[config.mk]
export PLATFORM = sky130hd
export DESIGN_NAME = spi_slave_flat
export DESIGN_NICKNAME = d
export VERILOG_FILES = /design/src/rtl/spi_slave_if.sv /design/src/rtl/spi_slave.sv /design/src/flat_wrapper.sv
export SDC_FILE = /design/constraint.sdc
export NUM_CORES = 1
export LEC_CHECK = 0
export ABC_AREA = 1
export CORE_ASPECT_RATIO = 1.5
export CORE_UTILIZATION = 56
export CTS_CLUSTER_SIZE = 14
export DETAILED_ROUTE_END_ITERATION = 10
export PLACE_DENSITY = 0.9
export SLEW_MARGIN = 0
export SYNTH_ARGS = -nofsm -noshare
export SYNTH_HDL_FRONTEND = slang
export SYNTH_SLANG_ARGS = --single-unit
[constraint.sdc]
create_clock -name clk -period 4.65 [get_ports clk]
set_input_delay 0.6975 -clock clk [delete_from_list [all_inputs] [get_ports clk]]
set_output_delay 0.6975 -clock clk [all_outputs]
set_load 0.005 [all_outputs]
[src/rtl/spi_slave_if.sv]
// rtl/spi_slave_if.sv - SPI pin and register-bank signal bundle for spi_slave
interface spi_slave_if #(
    parameter int ADDR_WIDTH = 16,
    parameter int DATA_WIDTH = 8
);
    logic                  cs;
    logic                  sck;
    logic                  sdi;
    logic                  sdo;
    logic                  sdo_oe;
    logic                  wr_en;
    logic [ADDR_WIDTH-2:0] wr_addr;
    logic [DATA_WIDTH-1:0] wr_data;
    logic                  rd_req;
    logic [ADDR_WIDTH-2:0] rd_addr;
    logic [DATA_WIDTH-1:0] rd_data;
    logic                  frame_err;

    // The responder: consumes pins and read data, produces requests.
    modport slave (
        input  cs, sck, sdi, rd_data,
        output sdo, sdo_oe, wr_en, wr_addr, wr_data, rd_req, rd_addr, frame_err
    );

    // The environment: initiator pins plus the register bank.
    modport master (
        output cs, sck, sdi, rd_data,
        input  sdo, sdo_oe, wr_en, wr_addr, wr_data, rd_req, rd_addr, frame_err
    );
endinterface

[src/rtl/spi_slave.sv]
// rtl/spi_slave.sv - oversampling SPI responder producing register-file read/write requests
module spi_slave #(
    parameter int ADDR_WIDTH       = 16,
    parameter int DATA_WIDTH       = 8,
    parameter int SCK_RISING_SHIFT = 1,
    parameter int RD_LATENCY       = 1
) (
    input  logic clk,
    input  logic rst,
    spi_slave_if.slave bus
);
    localparam int FRAME = ADDR_WIDTH + DATA_WIDTH;
    localparam int CW    = $clog2(FRAME + 2) + 1;
    // Shift storage must hold the whole address at its last fall and the data word at frame end.
    localparam int SW    = (ADDR_WIDTH > DATA_WIDTH) ? ADDR_WIDTH : DATA_WIDTH + 1;

    localparam logic [CW-1:0] CNT_ADDR   = CW'(ADDR_WIDTH);
    localparam logic [CW-1:0] CNT_FRAME  = CW'(FRAME);
    localparam logic [CW-1:0] CNT_SHIFT0 = CW'(ADDR_WIDTH + 2);
    localparam logic [2:0]    LAT        = 3'(RD_LATENCY);

    typedef enum logic [2:0] {
        S_IDLE,
        S_ADDR,
        S_WDATA,
        S_RDATA,
        S_DONE
    } state_t;

    state_t state;

    logic [2:0]            cs_q;
    logic [2:0]            sck_q;
    logic [1:0]            sdi_q;
    logic                  sck_in;
    logic                  cs_fall, cs_rise, sck_fall, sck_rise;

    logic [CW-1:0]         fall_cnt, rise_cnt;
    logic [CW-1:0]         fall_inc, rise_inc;
    logic [SW-2:0]         shreg;
    logic [SW-1:0]         shreg_nxt;
    logic [ADDR_WIDTH-2:0] addr_q;
    logic                  is_read;
    logic                  overrun;
    logic                  loaded;
    logic [2:0]            lat_cnt;

    logic [DATA_WIDTH-1:0] sdo_sh;
    logic                  sdo_oe_q;
    logic                  wr_en_q;
    logic [ADDR_WIDTH-2:0] wr_addr_q;
    logic [DATA_WIDTH-1:0] wr_data_q;
    logic                  rd_req_q;
    logic [ADDR_WIDTH-2:0] rd_addr_q;
    logic                  frame_err_q;

    // Fold the clock polarity option in before synchronizing so the core only sees "shift on rise".
    assign sck_in = (SCK_RISING_SHIFT != 0) ? bus.sck : ~bus.sck;

    assign cs_fall  =  cs_q[2]  & ~cs_q[1];
    assign cs_rise  = ~cs_q[2]  &  cs_q[1];
    assign sck_fall =  sck_q[2] & ~sck_q[1];
    assign sck_rise = ~sck_q[2] &  sck_q[1];

    assign fall_inc  = (fall_cnt == '1) ? fall_cnt : fall_cnt + CW'(1);
    assign rise_inc  = (rise_cnt == '1) ? rise_cnt : rise_cnt + CW'(1);
    assign shreg_nxt = {shreg, sdi_q[1]};

    assign bus.sdo       = sdo_oe_q & sdo_sh[DATA_WIDTH-1];
    assign bus.sdo_oe    = sdo_oe_q;
    assign bus.wr_en     = wr_en_q;
    assign bus.wr_addr   = wr_addr_q;
    assign bus.wr_data   = wr_data_q;
    assign bus.rd_req    = rd_req_q;
    assign bus.rd_addr   = rd_addr_q;
    assign bus.frame_err = frame_err_q;

    // Two-flop synchronizers plus one delay stage for edge detection.
    always_ff @(posedge clk or posedge rst) begin
        if (rst) begin
            cs_q  <= '0;
            sck_q <= '0;
            sdi_q <= '0;
        end else begin
            cs_q  <= {cs_q[1:0], bus.cs};
            sck_q <= {sck_q[1:0], sck_in};
            sdi_q <= {sdi_q[0], bus.sdi};
        end
    end

    // Frame decoder: address/data shifting, request strobes and sdo generation.
    always_ff @(posedge clk or posedge rst) begin
        if (rst) begin
            state       <= S_IDLE;
            fall_cnt    <= '0;
            rise_cnt    <= '0;
            shreg       <= '0;
            addr_q      <= '0;
            is_read     <= 1'b0;
            overrun     <= 1'b0;
            loaded      <= 1'b0;
            lat_cnt     <= '0;
            sdo_sh      <= '0;
            sdo_oe_q    <= 1'b0;
            wr_en_q     <= 1'b0;
            wr_addr_q   <= '0;
            wr_data_q   <= '0;
            rd_req_q    <= 1'b0;
            rd_addr_q   <= '0;
            frame_err_q <= 1'b0;
        end else begin
            wr_en_q     <= 1'b0;
            rd_req_q    <= 1'b0;
            frame_err_q <= 1'b0;
            if (state != S_IDLE && cs_rise) begin
                // cs rise takes priority over any sck edge detected in the same cycle.
                sdo_oe_q <= 1'b0;
                sdo_sh   <= '0;
                state    <= S_IDLE;
                if (state == S_DONE && !overrun) begin
                    if (!is_read) begin
                        wr_en_q   <= 1'b1;
                        wr_addr_q <= addr_q;
                        wr_data_q <= shreg[DATA_WIDTH-1:0];
                    end
                end else begin
                    frame_err_q <= 1'b1;
                end
            end else if (state == S_IDLE) begin
                if (cs_fall) begin
                    state    <= S_ADDR;
                    fall_cnt <= '0;
                    rise_cnt <= '0;
                    overrun  <= 1'b0;
                    is_read  <= 1'b0;
                    loaded   <= 1'b0;
                    lat_cnt  <= '0;
                end
            end else begin
                if (sck_rise) begin
                    rise_cnt <= rise_inc;
                    if (state == S_RDATA && loaded &&
                        rise_inc >= CNT_SHIFT0 && rise_inc <= CNT_FRAME) begin
                        sdo_sh <= {sdo_sh[DATA_WIDTH-2:0], 1'b0};
                    end
                end
                // Count clk cycles after rd_req and capture the bank's answer exactly RD_LATENCY later.
                if (state == S_RDATA && !loaded) begin
                    if (lat_cnt == LAT) begin
                        sdo_sh   <= bus.rd_data;
                        sdo_oe_q <= 1'b1;
                        loaded   <= 1'b1;
                    end else begin
                        lat_cnt <= lat_cnt + 3'd1;
                    end
                end
                if (sck_fall) begin
                    fall_cnt <= fall_inc;
                    case (state)
                        S_ADDR: begin
                            shreg <= shreg_nxt[SW-2:0];
                            if (fall_inc == CNT_ADDR) begin
                                addr_q <= shreg_nxt[ADDR_WIDTH-2:0];
                                if (shreg_nxt[ADDR_WIDTH-1]) begin
                                    is_read   <= 1'b1;
                                    rd_req_q  <= 1'b1;
                                    rd_addr_q <= shreg_nxt[ADDR_WIDTH-2:0];
                                    lat_cnt   <= '0;
                                    state     <= S_RDATA;
                                end else begin
                                    state <= S_WDATA;
                                end
                            end
                        end
                        S_WDATA: begin
                            shreg <= shreg_nxt[SW-2:0];
                            if (fall_inc == CNT_FRAME) begin
                                state <= S_DONE;
                            end
                        end
                        S_RDATA: begin
                            if (fall_inc == CNT_FRAME) begin
                                state <= S_DONE;
                            end
                        end
                        S_DONE: begin
                            overrun <= 1'b1;
                        end
                        default: begin
                        end
                    endcase
                end
            end
        end
    end
endmodule

[src/flat_wrapper.sv]
// flat-port wrapper written by rule: the top's interface ports become plain ports
module spi_slave_flat 
#(
    parameter int ADDR_WIDTH       = 16,
    parameter int DATA_WIDTH       = 8,
    parameter int SCK_RISING_SHIFT = 1,
    parameter int RD_LATENCY       = 1
)
  (clk, rst, bus_cs, bus_sck, bus_sdi, bus_rd_data, bus_sdo, bus_sdo_oe, bus_wr_en, bus_wr_addr, bus_wr_data, bus_rd_req, bus_rd_addr, bus_frame_err);
  spi_slave_if #(.ADDR_WIDTH(ADDR_WIDTH), .DATA_WIDTH(DATA_WIDTH)) bus_i ();
  input  logic clk;
  input  logic rst;
  input wire logic [$bits(bus_i.cs)-1:0] bus_cs;
  input wire logic [$bits(bus_i.sck)-1:0] bus_sck;
  input wire logic [$bits(bus_i.sdi)-1:0] bus_sdi;
  input wire logic [$bits(bus_i.rd_data)-1:0] bus_rd_data;
  output wire logic [$bits(bus_i.sdo)-1:0] bus_sdo;
  output wire logic [$bits(bus_i.sdo_oe)-1:0] bus_sdo_oe;
  output wire logic [$bits(bus_i.wr_en)-1:0] bus_wr_en;
  output wire logic [$bits(bus_i.wr_addr)-1:0] bus_wr_addr;
  output wire logic [$bits(bus_i.wr_data)-1:0] bus_wr_data;
  output wire logic [$bits(bus_i.rd_req)-1:0] bus_rd_req;
  output wire logic [$bits(bus_i.rd_addr)-1:0] bus_rd_addr;
  output wire logic [$bits(bus_i.frame_err)-1:0] bus_frame_err;
  assign bus_i.cs = bus_cs;
  assign bus_i.sck = bus_sck;
  assign bus_i.sdi = bus_sdi;
  assign bus_i.rd_data = bus_rd_data;
  assign bus_sdo = bus_i.sdo;
  assign bus_sdo_oe = bus_i.sdo_oe;
  assign bus_wr_en = bus_i.wr_en;
  assign bus_wr_addr = bus_i.wr_addr;
  assign bus_wr_data = bus_i.wr_data;
  assign bus_rd_req = bus_i.rd_req;
  assign bus_rd_addr = bus_i.rd_addr;
  assign bus_frame_err = bus_i.frame_err;
  spi_slave #(.ADDR_WIDTH(ADDR_WIDTH), .DATA_WIDTH(DATA_WIDTH), .SCK_RISING_SHIFT(SCK_RISING_SHIFT), .RD_LATENCY(RD_LATENCY)) u_core (.clk(clk), .rst(rst), .bus(bus_i));
endmodule
==> summary.txt, run 1 <==
CTS
  • Hold_buf cts: 0
  • Post-CTS sizing: 0
  • CTS tree: done
  • CTS Buffer Depth: 2
  • CTS Sinks: 109
  • H-tree Lvls: 3
  • Setup Buffers After CTS: 0
  • Clock root cell: clkbuf_16
  • Clk pin slew, worst setup/hold paths: 60 ps
  • Clock Latency Late Sink: 340 ps
  • TritonCTS Buffers: 9

Cells and area
  • Antenna diodes: 0
  • Syn-to-layout area delta: 19.28%
  • Fin nets: 628
  • Design area: 5774 µm²
  • Layout Cells excl Fill: 722
  • Fraction of layout cells with a size suffix above 1: 0.05854

GRT
  • First-pass GRT wire length: 18.15 mm
  • Largest net degree at the start of global routing: 87
  • Vias in the first global route: 3968
  • Initial antenna violation count: 0
  • Gr usage total: 0.2644
  • Remaining global-route overflow: 0

Die
  • Initial core utilization: 0.5754
  • # IOs: 56
  • Die Height: 115.9 µm
  • Core Rows: 41
  • Core footprint: 8413 µm²
  • Die area: 9028 µm²
  • Die Wd: 77.92 µm

Routing
  • ANT nets after route: 0
  • DRC Markers: 0
  • 1st-pass router iterations: 5
  • Routed wire per std cell: 15.14 µm
  • First DRT Iteration DRCs: 380
  • WL final: 10.93 mm
  • Vias: 3924
  • Via-per-instance ratio: 5.435

Flow run
  • Max cap viols: 0

Yosys
  • Top area cells in the synthesized netlist: dfrtp_1, nand2_1, o21ai_0
  • Synth Register Bits: 109
  • Net count after synthesis: 577
  • Synth warn: 0
  • Post-Syn Area: 4841 µm²
  • Mapped Cells: 560
  • Register area share after synthesis: 0.5635
  • Top cell type's share of synthesized area: 0.5635
  • Syn avg cell area: 8.644 µm²
  • Area leader, netlist: dfrtp_1
  • Distinct cells, synth: 37

STA
  • Fmax achieved: 0.4150 GHz
  • Max-slew violation count: 0
  • Clk_skew: 6.975 ps
  • Hold Violations, Final: 0
  • Slew margin rel.: 0.3301
  • Setup_tns: 0 ps
  • Slew @ Worst Pin: 1005 ps
  • RSZ-0062 raised after global routing: no
  • Fin crit share: 0.5183
  • Final Critical Period: 2410 ps
  • Final setup viols: 0

Pwr
  • Sw power: 0.7172 mW
  • VDD IR max: 0.3684 mV
  • Net Sw Frac: 0.3010
  • P_leak: 2.872 nW
  • Sequential share of power: 0.476
  • Int Power: 1.666 mW
  • PwrDens: 412.7 nW/µm²
  • Total power draw: 2.383 mW
  • Clk network pwr share: 0.343
  • Combinational share of power: 0.182

Outcome
  • Outcome: completed

Placed design
  • IO buf count: 55
  • Dpl cells: 707
  • Area post-placement: 5449 µm²
  • DP Wirelength: 7.538 mm
  • GPL Wtd Cong: 0.9334

Setup path
  • CP max stage cell: inv_1
  • Delay-heaviest family, CP: buffers and inverters
  • Setup crit start kind: flop
  • Crit-path max FO: 29
  • Cells along the critical path: inv_1 > nand2_2 > nand2_1 > inv_1 > nand2_1 > o21ai_0 > o21ai_0
  • Crit path buf inv count: 2
  • Kind of critical path: flop to flop
  • Critical path data required time: 4840 ps
  • Crit path capture type: flop
  • Arrival time worst endpoint: 2600 ps
  • CP peak stage delay: 670 ps

Min path
  • Hold crit path type: flop to flop
-- cells in the mapped netlist (all sizes together) --
cell	number
a21oi	9
a22o	2
a22oi	1
a31oi	1
buf	12
clkbuf	5
clkinv	1
dfrtp	109
ha	4
inv	73
mux2	1
nand2	173
nand3	44
nand4	9
nor2	30
nor3	6
o21a	1
o21ai	67
o21bai	1
o22ai	6
o31ai	1
xnor2	2
xor2	2
-- registers in the layout, indices dropped and copies added, names as in the netlist, 6 cells and up --
| register | cells |
|---|---|
| u_core.bus.wr_addr | 15 |
| u_core.rise_cnt | 6 |
| u_core.addr_q | 15 |
| u_core.fall_cnt | 6 |
| u_core.sdo_sh | 8 |
| u_core.shreg | 15 |
| u_core.bus.wr_data | 8 |
| u_core.bus.rd_addr | 15 |
-- worst paths after layout --
check / start / to / slack [ps] / depth (start not counted)
min in group asynchronous: rst / u_core.bus.wr_en$_DFF_PP0_ / 930 / 2
worst min register to register: u_core.sdi_q[0]$_DFF_PP0_ / u_core.sdi_q[1]$_DFF_PP0_ / 350 / 0
worst min-delay path: u_core.sdi_q[0]$_DFF_PP0_ / u_core.sdi_q[1]$_DFF_PP0_ / 350 / 0
max in group asynchronous: rst / u_core.sdo_sh[0]$_DFFE_PP0P_ / 2790 / 3
worst max register to register: u_core.state[2]$_DFFE_PP0P_ / u_core.rise_cnt[5]$_DFFE_PP0P_ / 2240 / 7
worst max-delay path: u_core.state[2]$_DFFE_PP0P_ / u_core.rise_cnt[5]$_DFFE_PP0P_ / 2240 / 7
-- power groups by stage --
stage | combinational (mW) | sequential (mW) | clock, mW
2_1_floorplan | 0.330 | 1.11 | 0
3_3_place_gp | 0.402 | 1.14 | 0
3_5_place_dp | 0.423 | 1.15 | 0
4_1_cts | 0.431 | 1.13 | 0.831
5_1_grt | 0.497 | 1.14 | 0.860
6_report | 0.433 | 1.13 | 0.816
-- kinds of logic after synthesis --
kind of cell	synth area share
mux	0.002326
flops	0.5635
fa+ha+maj	0.01034
compound gates	0.09822
buf+inv	0.07676
simple gates	0.2417
xor+xnor	0.007238
-- placed cells by master, fill, tap and decap left out, types with 2 or more instances in the layout --
master | synthesis | routed
nand2_1 | 169 | 169
dfrtp_1 | 109 | 109
inv_1 | 70 | 69
o21ai_0 | 58 | 57
clkdlybuf4s50_1 | 0 | 55
nand3_1 | 41 | 41
nor2_1 | 24 | 24
o21ai_1 | 8 | 9
nand4_1 | 9 | 9
a21oi_1 | 9 | 9
clkbuf_16 | 0 | 9
o22ai_1 | 6 | 6
nor3_1 | 5 | 5
ha_1 | 4 | 4
nand2_2 | 3 | 3
inv_2 | 3 | 3
nor2_2 | 2 | 2
xor2_1 | 2 | 2
nand3_2 | 2 | 2
xnor2_1 | 2 | 2
nor2_4 | 2 | 2
nor2_8 | 2 | 2
a22o_1 | 2 | 2
bufinv_16 | 0 | 2
clkbuf_8 | 0 | 2
buf_4 | 3 | 2
-- per-layer routing --
layer  global-route usage  vias to the layer above  wire length, µm
met5                    0                        -                0
met4               0.1457                        0              449
met1               0.2918                     1871             4038
met3              0.04803                       37              450
li1                     -                     1884                -
met2               0.4808                      132             5991
-- through the flow --
stage	hold slack (ps)	util	setup WS, ps
6_report	351.2	0.6863	2240
5_1_grt	363.3	0.6863	2029
4_1_cts	355.1	0.6863	2287
3_5_place_dp	339.5	0.6477	2321
3_3_place_gp	338.9	0.6477	2402
2_1_floorplan	331.2	-	1079
-- cell type report --
type / count / area [µm²]
Clock buffer: 12 / 256.5
Clock inverter: 3 / 68.82
Fill cell: 618 / 2639
Inverter: 74 / 280.3
Multi-Input combinational cell: 360 / 1742
Sequential cell: 109 / 2728
Tap cell: 107 / 133.9
Timing Repair Buffer: 57 / 565.5
(Power assumes the default switching activity.)
==> inputs of run 2 (changes only) <==
==> constraint.sdc (replaced) <==
create_clock -name clk -period 2.5 [get_ports clk]
set_input_delay 0.375 -clock clk [delete_from_list [all_inputs] [get_ports clk]]
set_output_delay 0.375 -clock clk [all_outputs]
set_load 0.005 [all_outputs]
==> run 2 against run 1 <==
First-iteration DRC count fell by 35%; critical path type unchanged; clock skew rose by 1.4 ps; die area did not move.
==> summary.txt, run 2 (synthesis gave the netlist of run 1 again) <==
CTS
  • CTS tree: done
  • CTS Buffer Depth: 2 (unchanged)
  • Setup Buffers After CTS: 0 (unchanged)
  • Post-CTS sizing: 0 (unchanged)
  • Clock Latency Late Sink: 350 ps (about the same)
  • Hold_buf cts: 0 (unchanged)
  • Clock root cell: clkbuf_16
  • TritonCTS Buffers: 9 (unchanged)
  • CTS Sinks: 109 (unchanged)
  • Clk pin slew, worst setup/hold paths: 70 ps (about the same)
  • H-tree Lvls: 3 (unchanged)

Die
  • Initial core utilization: 0.5754 (unchanged)
  • # IOs: 56 (unchanged)
  • Die Height: 115.9 µm (unchanged)
  • Core Rows: 41 (unchanged)
  • Die area: 9028 µm² (unchanged)
  • Die Wd: 77.92 µm (unchanged)
  • Core footprint: 8413 µm² (unchanged)

Setup path
  • Crit path buf inv count: 3 (+1)
  • Delay-heaviest family, CP: simple AND/OR/NAND/NOR gates
  • CP peak stage delay: 420 ps (-250 ps)
  • Setup crit start kind: flop
  • Arrival time worst endpoint: 2500 ps (-100 ps)
  • Setup crit start: u_core.fall_cnt[0]$_DFFE_PP0P_
  • Crit path capture type: flop
  • Worst R2R Start: u_core.fall_cnt[0]$_DFFE_PP0P_
  • Critical path data required time: 2740 ps (-2100 ps)
  • R2R cell count: 13 (+6)
  • Crit-path max FO: 28 (-3.4%)
  • Crit path top cell by count: nand2_1
  • Crit path depth: 13 (+6)
  • CP max stage cell: dfrtp_1
  • Cells along the critical path: ha_1 > nand3_2 > clkinv_1 > nand2_1 > nand2_1 > nand2_1 > nand3_1 > inv_2 > nand3_4 > nor2_8 > inv_1 > nand2_1 > nand2_1
  • Kind of critical path: flop to flop

Cells and area
  • Layout Cells excl Fill: 727 (+0.69%)
  • Syn-to-layout area delta: 20.21%
  • Area taken by multi-input logic gates: 1742 µm² (unchanged)
  • Fin nets: 632 (+0.64%)
  • FILL cells: 650 (+5.2%)
  • Most frequent cells in the layout: nand2_1, dfrtp_1, inv_1
  • Reg area: 2728 µm² (unchanged)
  • Fraction of layout cells with a size suffix above 1: 0.06774 (+0.009205)
  • Most common cell after layout, fill and taps aside: nand2_1
  • Antenna diodes: 0 (unchanged)

Flow run
  • Max cap viols: 0 (unchanged)

Placed design
  • IO buf count: 55 (unchanged)
  • DP Wirelength: 7.761 mm (+3.0%)
  • GPL Wtd Cong: 0.8557 (-8.3%)
  • Dpl cells: 711 (+0.57%)

STA
  • Fmax achieved: 0.4429 GHz (+6.7%)
  • Hold Violations, Final: 0 (unchanged)
  • Max-slew violation count: 0 (unchanged)
  • Slew margin rel.: 0.5768 (+0.2468)
  • Final Critical Period: 2258 ps (-152.1 ps)
  • Slew @ Worst Pin: 633.4 ps (-371.5 ps)
  • Clk_skew: 8.331 ps (+1.356 ps)
  • Setup_tns: 0 ps (unchanged)
  • Final setup viols: 0 (unchanged)
  • Fin crit share: 0.9031 (+0.3849)
  • RSZ-0062 raised after global routing: no

Routing
  • Via-per-instance ratio: 5.542 (+2.0%)
  • ANT nets after route: 0 (unchanged)
  • Vias: 4029 (+2.7%)
  • Routed wire per std cell: 15.49 µm (+2.3%)
  • DRC Markers: 0 (unchanged)
  • First DRT Iteration DRCs: 248 (-35%)
  • 1st-pass router iterations: 6 (+1)
  • WL final: 11.26 mm (+3.0%)

GRT
  • Initial antenna violation count: 0 (unchanged)
  • Gr usage total: 0.2659 (+0.001532)
  • Vias in the first global route: 3976 (+0.20%)
  • First-pass GRT wire length: 18.26 mm (+0.61%)
  • Largest net degree at the start of global routing: 45 (-48%)
  • Remaining global-route overflow: 0 (unchanged)

Pwr
  • Sequential share of power: 0.476 (about the same)
  • Net Sw Frac: 0.3222 (+0.02126)
  • Clk network pwr share: 0.336 (-0.007)
  • Combinational share of power: 0.187 (+0.005)
  • Sw power: 1.428 mW (+99%)
  • PwrDens: 761.5 nW/µm² (+85%)
  • VDD IR max: 0.4587 mV (+25%)
  • P_leak: 2.890 nW (+0.61%)
  • Int Power: 3.003 mW (+80%)

Min path
  • Hold crit path type: flop to flop
  • Worst hold path cell count: 0 (unchanged)
  • Hold_sp: u_core.sdi_q[0]$_DFF_PP0_

Outcome
  • Outcome: completed
run 2: layer usage:
metal | vias to the layer above | wire length [µm] | GRT usage
met5 | - | 0 | 0
met4 | 0 | 479 | 0.1444
met3 | 40 | 499 | 0.03858
met2 | 145 | 6213 | 0.5044
met1 | 1946 | 4068 | 0.2821
li1 | 1898 | - | -
run 2: metrics by stage:
stage          hold WS, ps    util  total power, mW  cell area, µm²  setup slack [ps]
2_1_floorplan        331.2       -            2.683            4845             577.6
3_5_place_dp         340.9  0.6544            2.941            5505             304.3
4_1_cts              362.6  0.6917            4.433            5819             258.5
5_1_grt              361.5  0.6917            4.611            5819             54.20
6_report             360.5  0.6917            4.431            5819             242.2
3_3_place_gp         334.4  0.6544            2.899            5505             428.7
run 2: area by class of cell:
cell class | count | area share
Clock buffer | 10 | 0.04107
Inverter | 74 | 0.04838
Tap cell | 107 | 0.02301
Multi-Input combinational cell | 360 | 0.2993
Timing Repair Buffer | 61 | 0.1066
Sequential cell | 109 | 0.4687
Clock inverter | 6 | 0.01290
run 2: power groups by stage:
stage	Clock [mW]	Combinational [mW]	Sequential [mW]
after floorplan	0	0.614	2.07
after global placement	0	0.775	2.12
after detailed placement	0	0.808	2.13
after CTS	1.51	0.821	2.10
after global routing	1.57	0.920	2.12
final	1.49	0.830	2.11
run 2: worst register-to-register path: cells and delay by family, from the launching register on:
| family | cells | cell delay [ps] |
|---|---|---|
| and+or+nand+nor | 9 | 1090 |
| DFF | 1 | 420 |
| buffers and inverters | 3 | 380 |
| adders and majority gates | 1 | 250 |
run 2: worst paths after layout:
path | end | slack (ps)
worst max-delay path | u_core.addr_q[0]$_DFFE_PP0P_ | 240
worst min-delay path | u_core.sdi_q[1]$_DFF_PP0_ | 360
worst max register to register | u_core.addr_q[0]$_DFFE_PP0P_ | 240
worst min register to register | u_core.sdi_q[1]$_DFF_PP0_ | 360
max in group asynchronous | u_core.sdo_sh[4]$_DFFE_PP0P_ | 1390
min in group asynchronous | u_core.bus.wr_addr[6]$_DFFE_PP0P_ | 450
==> inputs of run 3 (changes only) <==
--- a/config.mk
+++ b/config.mk
@@ -11,6 +11,8 @@
 export CTS_CLUSTER_SIZE = 14
 export DETAILED_ROUTE_END_ITERATION = 10
 export PLACE_DENSITY = 0.9
+export REMOVE_ABC_BUFFERS = 1
+export SKIP_LAST_GASP = 1
 export SLEW_MARGIN = 0
 export SYNTH_ARGS = -nofsm -noshare
 export SYNTH_HDL_FRONTEND = slang
==> run 3 against run 2 <==
Sequential share of layout area up 0.25 points; non-clock buffer count increased by 1; setup slack got worse by 51 ps; global-route usage fell by 0.077 points; cell count up 0.14%; power decreased by 3.5%; design area down 0.54%; count of clock-buffer cells in the layout is 1 lower; routed wire length shrank 2.4%.
==> summary.txt, run 3 (synthesis gave the netlist of run 1 again) <==
GRT
  • Initial antenna violation count: 0 (unchanged)
  • Remaining global-route overflow: 0 (unchanged)
  • M1 GR Usage: 0.3106 (+0.02849)
  • Largest net degree at the start of global routing: 45 (unchanged)
  • First-pass GRT wire length: 18.57 mm (+1.7%)
  • Vias in the first global route: 4061 (+2.1%)
  • Gr usage total: 0.2651 (-0.0007658)
  • Met3 Usage GRT: 0.04252 (+0.003937)
  • GRT Max-Usage Layer: met2
  • Met2 track utilization from global routing: 0.4726 (-0.03186)

STA
  • Final setup viols: 0 (unchanged)
  • Slew @ Worst Pin: 603.2 ps (-30.21 ps)
  • RSZ-0062 raised after global routing: no
  • Max-slew violation count: 0 (unchanged)
  • Clk_skew: 7.040 ps (-1.291 ps)
  • Setup_tns: 0 ps (unchanged)
  • WHS: 355.0 ps (-5.496 ps)
  • Setup ws final: 191.6 ps (-50.63 ps)
  • Fin crit share: 0.9234 (+0.02025)
  • Fmax achieved: 0.4332 GHz (-2.2%)
  • Hold Violations, Final: 0 (unchanged)
  • Final Critical Period: 2308 ps (+50.63 ps)
  • Slew margin rel.: 0.5973 (+0.02044)

Setup path
  • Arrival time worst endpoint: 2540 ps (+40 ps)
  • Cells along the critical path: ha_1 > nand3_2 > clkinv_1 > nand2_2 > nand2_1 > nand2_1 > nand2_2 > nor2_4 > nand3_4 > nor2_8 > nand2_4 > nand2_1 > nand2_1
  • Kind of critical path: flop to flop
  • CP max stage cell: dfrtp_1
  • Crit-path max FO: 16 (-43%)
  • Setup crit start kind: flop
  • Crit path capture type: flop
  • CP peak stage delay: 420 ps (about the same)
  • Critical path data required time: 2730 ps (about the same)
  • Crit path top cell by count: nand2_1

Routing
  • WL final: 10.99 mm (-2.4%)
  • Vias: 4000 (-0.72%)
  • Via-per-instance ratio: 5.495 (-0.86%)
  • First DRT Iteration DRCs: 324 (+31%)
  • ANT nets after route: 0 (unchanged)
  • 1st-pass router iterations: 5 (-1)
  • Routed wire per std cell: 15.09 µm (-2.6%)
  • DRC Markers: 0 (unchanged)

Placed design
  • DP Wirelength: 7.623 mm (-1.8%)
  • Dpl ws: 260.3 ps (-43.97 ps)
  • GPL Wtd Cong: 0.8275 (-3.3%)
  • IO buf count: 55 (unchanged)

Min path
  • Hold crit path type: flop to flop

CTS
  • Clk pin slew, worst setup/hold paths: 70 ps (about the same)
  • Clock root cell: clkbuf_16
  • CTS Buffer Depth: 2 (unchanged)
  • CTS tree: done
  • H-tree Lvls: 3 (unchanged)
  • Post-CTS sizing: 0 (unchanged)
  • Setup Buffers After CTS: 0 (unchanged)
  • CTS Sinks: 109 (unchanged)
  • Hold_buf cts: 0 (unchanged)
  • Clock Latency Late Sink: 350 ps (about the same)
  • TritonCTS Buffers: 9 (unchanged)

Cells and area
  • Fin nets: 633 (+0.16%)
  • Most common cell after layout, fill and taps aside: nand2_1
  • Antenna diodes: 0 (unchanged)
  • Syn-to-layout area delta: 19.57%
  • Fraction of layout cells with a size suffix above 1: 0.07085 (+0.003112)
  • Most frequent cells in the layout: nand2_1, dfrtp_1, inv_1

Die
  • Core footprint: 8413 µm² (unchanged)
  • Initial core utilization: 0.5754 (unchanged)
  • Core Rows: 41 (unchanged)
  • Die area: 9028 µm² (unchanged)
  • # IOs: 56 (unchanged)
  • Die Height: 115.9 µm (unchanged)
  • Die Wd: 77.92 µm (unchanged)

Pwr
  • VDD IR max: 0.5109 mV (+11%)
  • Total power draw: 4.276 mW (-3.5%)
  • PwrDens: 738.7 nW/µm² (-3.0%)
  • P_leak: 2.882 nW (-0.25%)

Outcome
  • Outcome: completed

Flow run
  • Max cap viols: 0 (unchanged)
-- run 3: path summary, 6_finish.rpt --
| path | cells past startpoint | startpoint | slack [ps] | end |
|---|---|---|---|---|
| worst min-delay path | 0 | u_core.sdi_q[0]$_DFF_PP0_ | 360 | u_core.sdi_q[1]$_DFF_PP0_ |
| worst max-delay path | 13 | u_core.fall_cnt[0]$_DFFE_PP0P_ | 190 | u_core.bus.rd_addr[2]$_DFFE_PP0P_ |
| min in group asynchronous | 2 | rst | 420 | u_core.addr_q[13]$_DFFE_PP0P_ |
| max in group asynchronous | 3 | rst | 1460 | u_core.addr_q[5]$_DFFE_PP0P_ |
| worst min register to register | 0 | u_core.sdi_q[0]$_DFF_PP0_ | 360 | u_core.sdi_q[1]$_DFF_PP0_ |
| worst max register to register | 13 | u_core.fall_cnt[0]$_DFFE_PP0P_ | 190 | u_core.bus.rd_addr[2]$_DFFE_PP0P_ |
-- run 3: worst max-delay path: cells and delay by family (launching register included) --
| kind | cells | cell delay [ps] |
|---|---|---|
| simple gates | 11 | 1400 |
| fa+ha+maj | 1 | 260 |
| flops | 1 | 420 |
| buf+inv | 1 | 120 |
-- run 3: area by class of cell --
cell class / instances / area [µm²]
Sequential cell: 109 / 2728
Fill cell: 614 / 2625
Multi-Input combinational cell: 360 / 1745
Timing Repair Buffer: 62 / 615.6
Inverter: 74 / 280.3
Clock buffer: 9 / 225.2
Tap cell: 107 / 133.9
Clock inverter: 7 / 60.06
-- run 3: report_power, final --
part | leakage, nW | internal, mW | switching, mW
registers | 1.48 | 1.93 | 0.165
clock network | 0.139 | 0.692 | 0.666
logic | 1.26 | 0.249 | 0.573
-- run 3: stage by stage --
| stage | utilization | std cells | cell area [µm²] |
|---|---|---|---|
| floorplan | - | 543 | 4747 |
| global placement | 0.6541 | 712 | 5503 |
| detailed placement | 0.6541 | 712 | 5503 |
| CTS | 0.6880 | 728 | 5788 |
| global route | 0.6880 | 728 | 5788 |
| finish | 0.6880 | 728 | 5788 |
-- run 3: layer usage --
| layer | part of all wire | vias up |
|---|---|---|
| li1 | - | 1898 |
| met1 | 0.38 | 1936 |
| met2 | 0.54 | 138 |
| met3 | 0.045 | 28 |
| met4 | 0.026 | 0 |
| met5 | 0 | - |
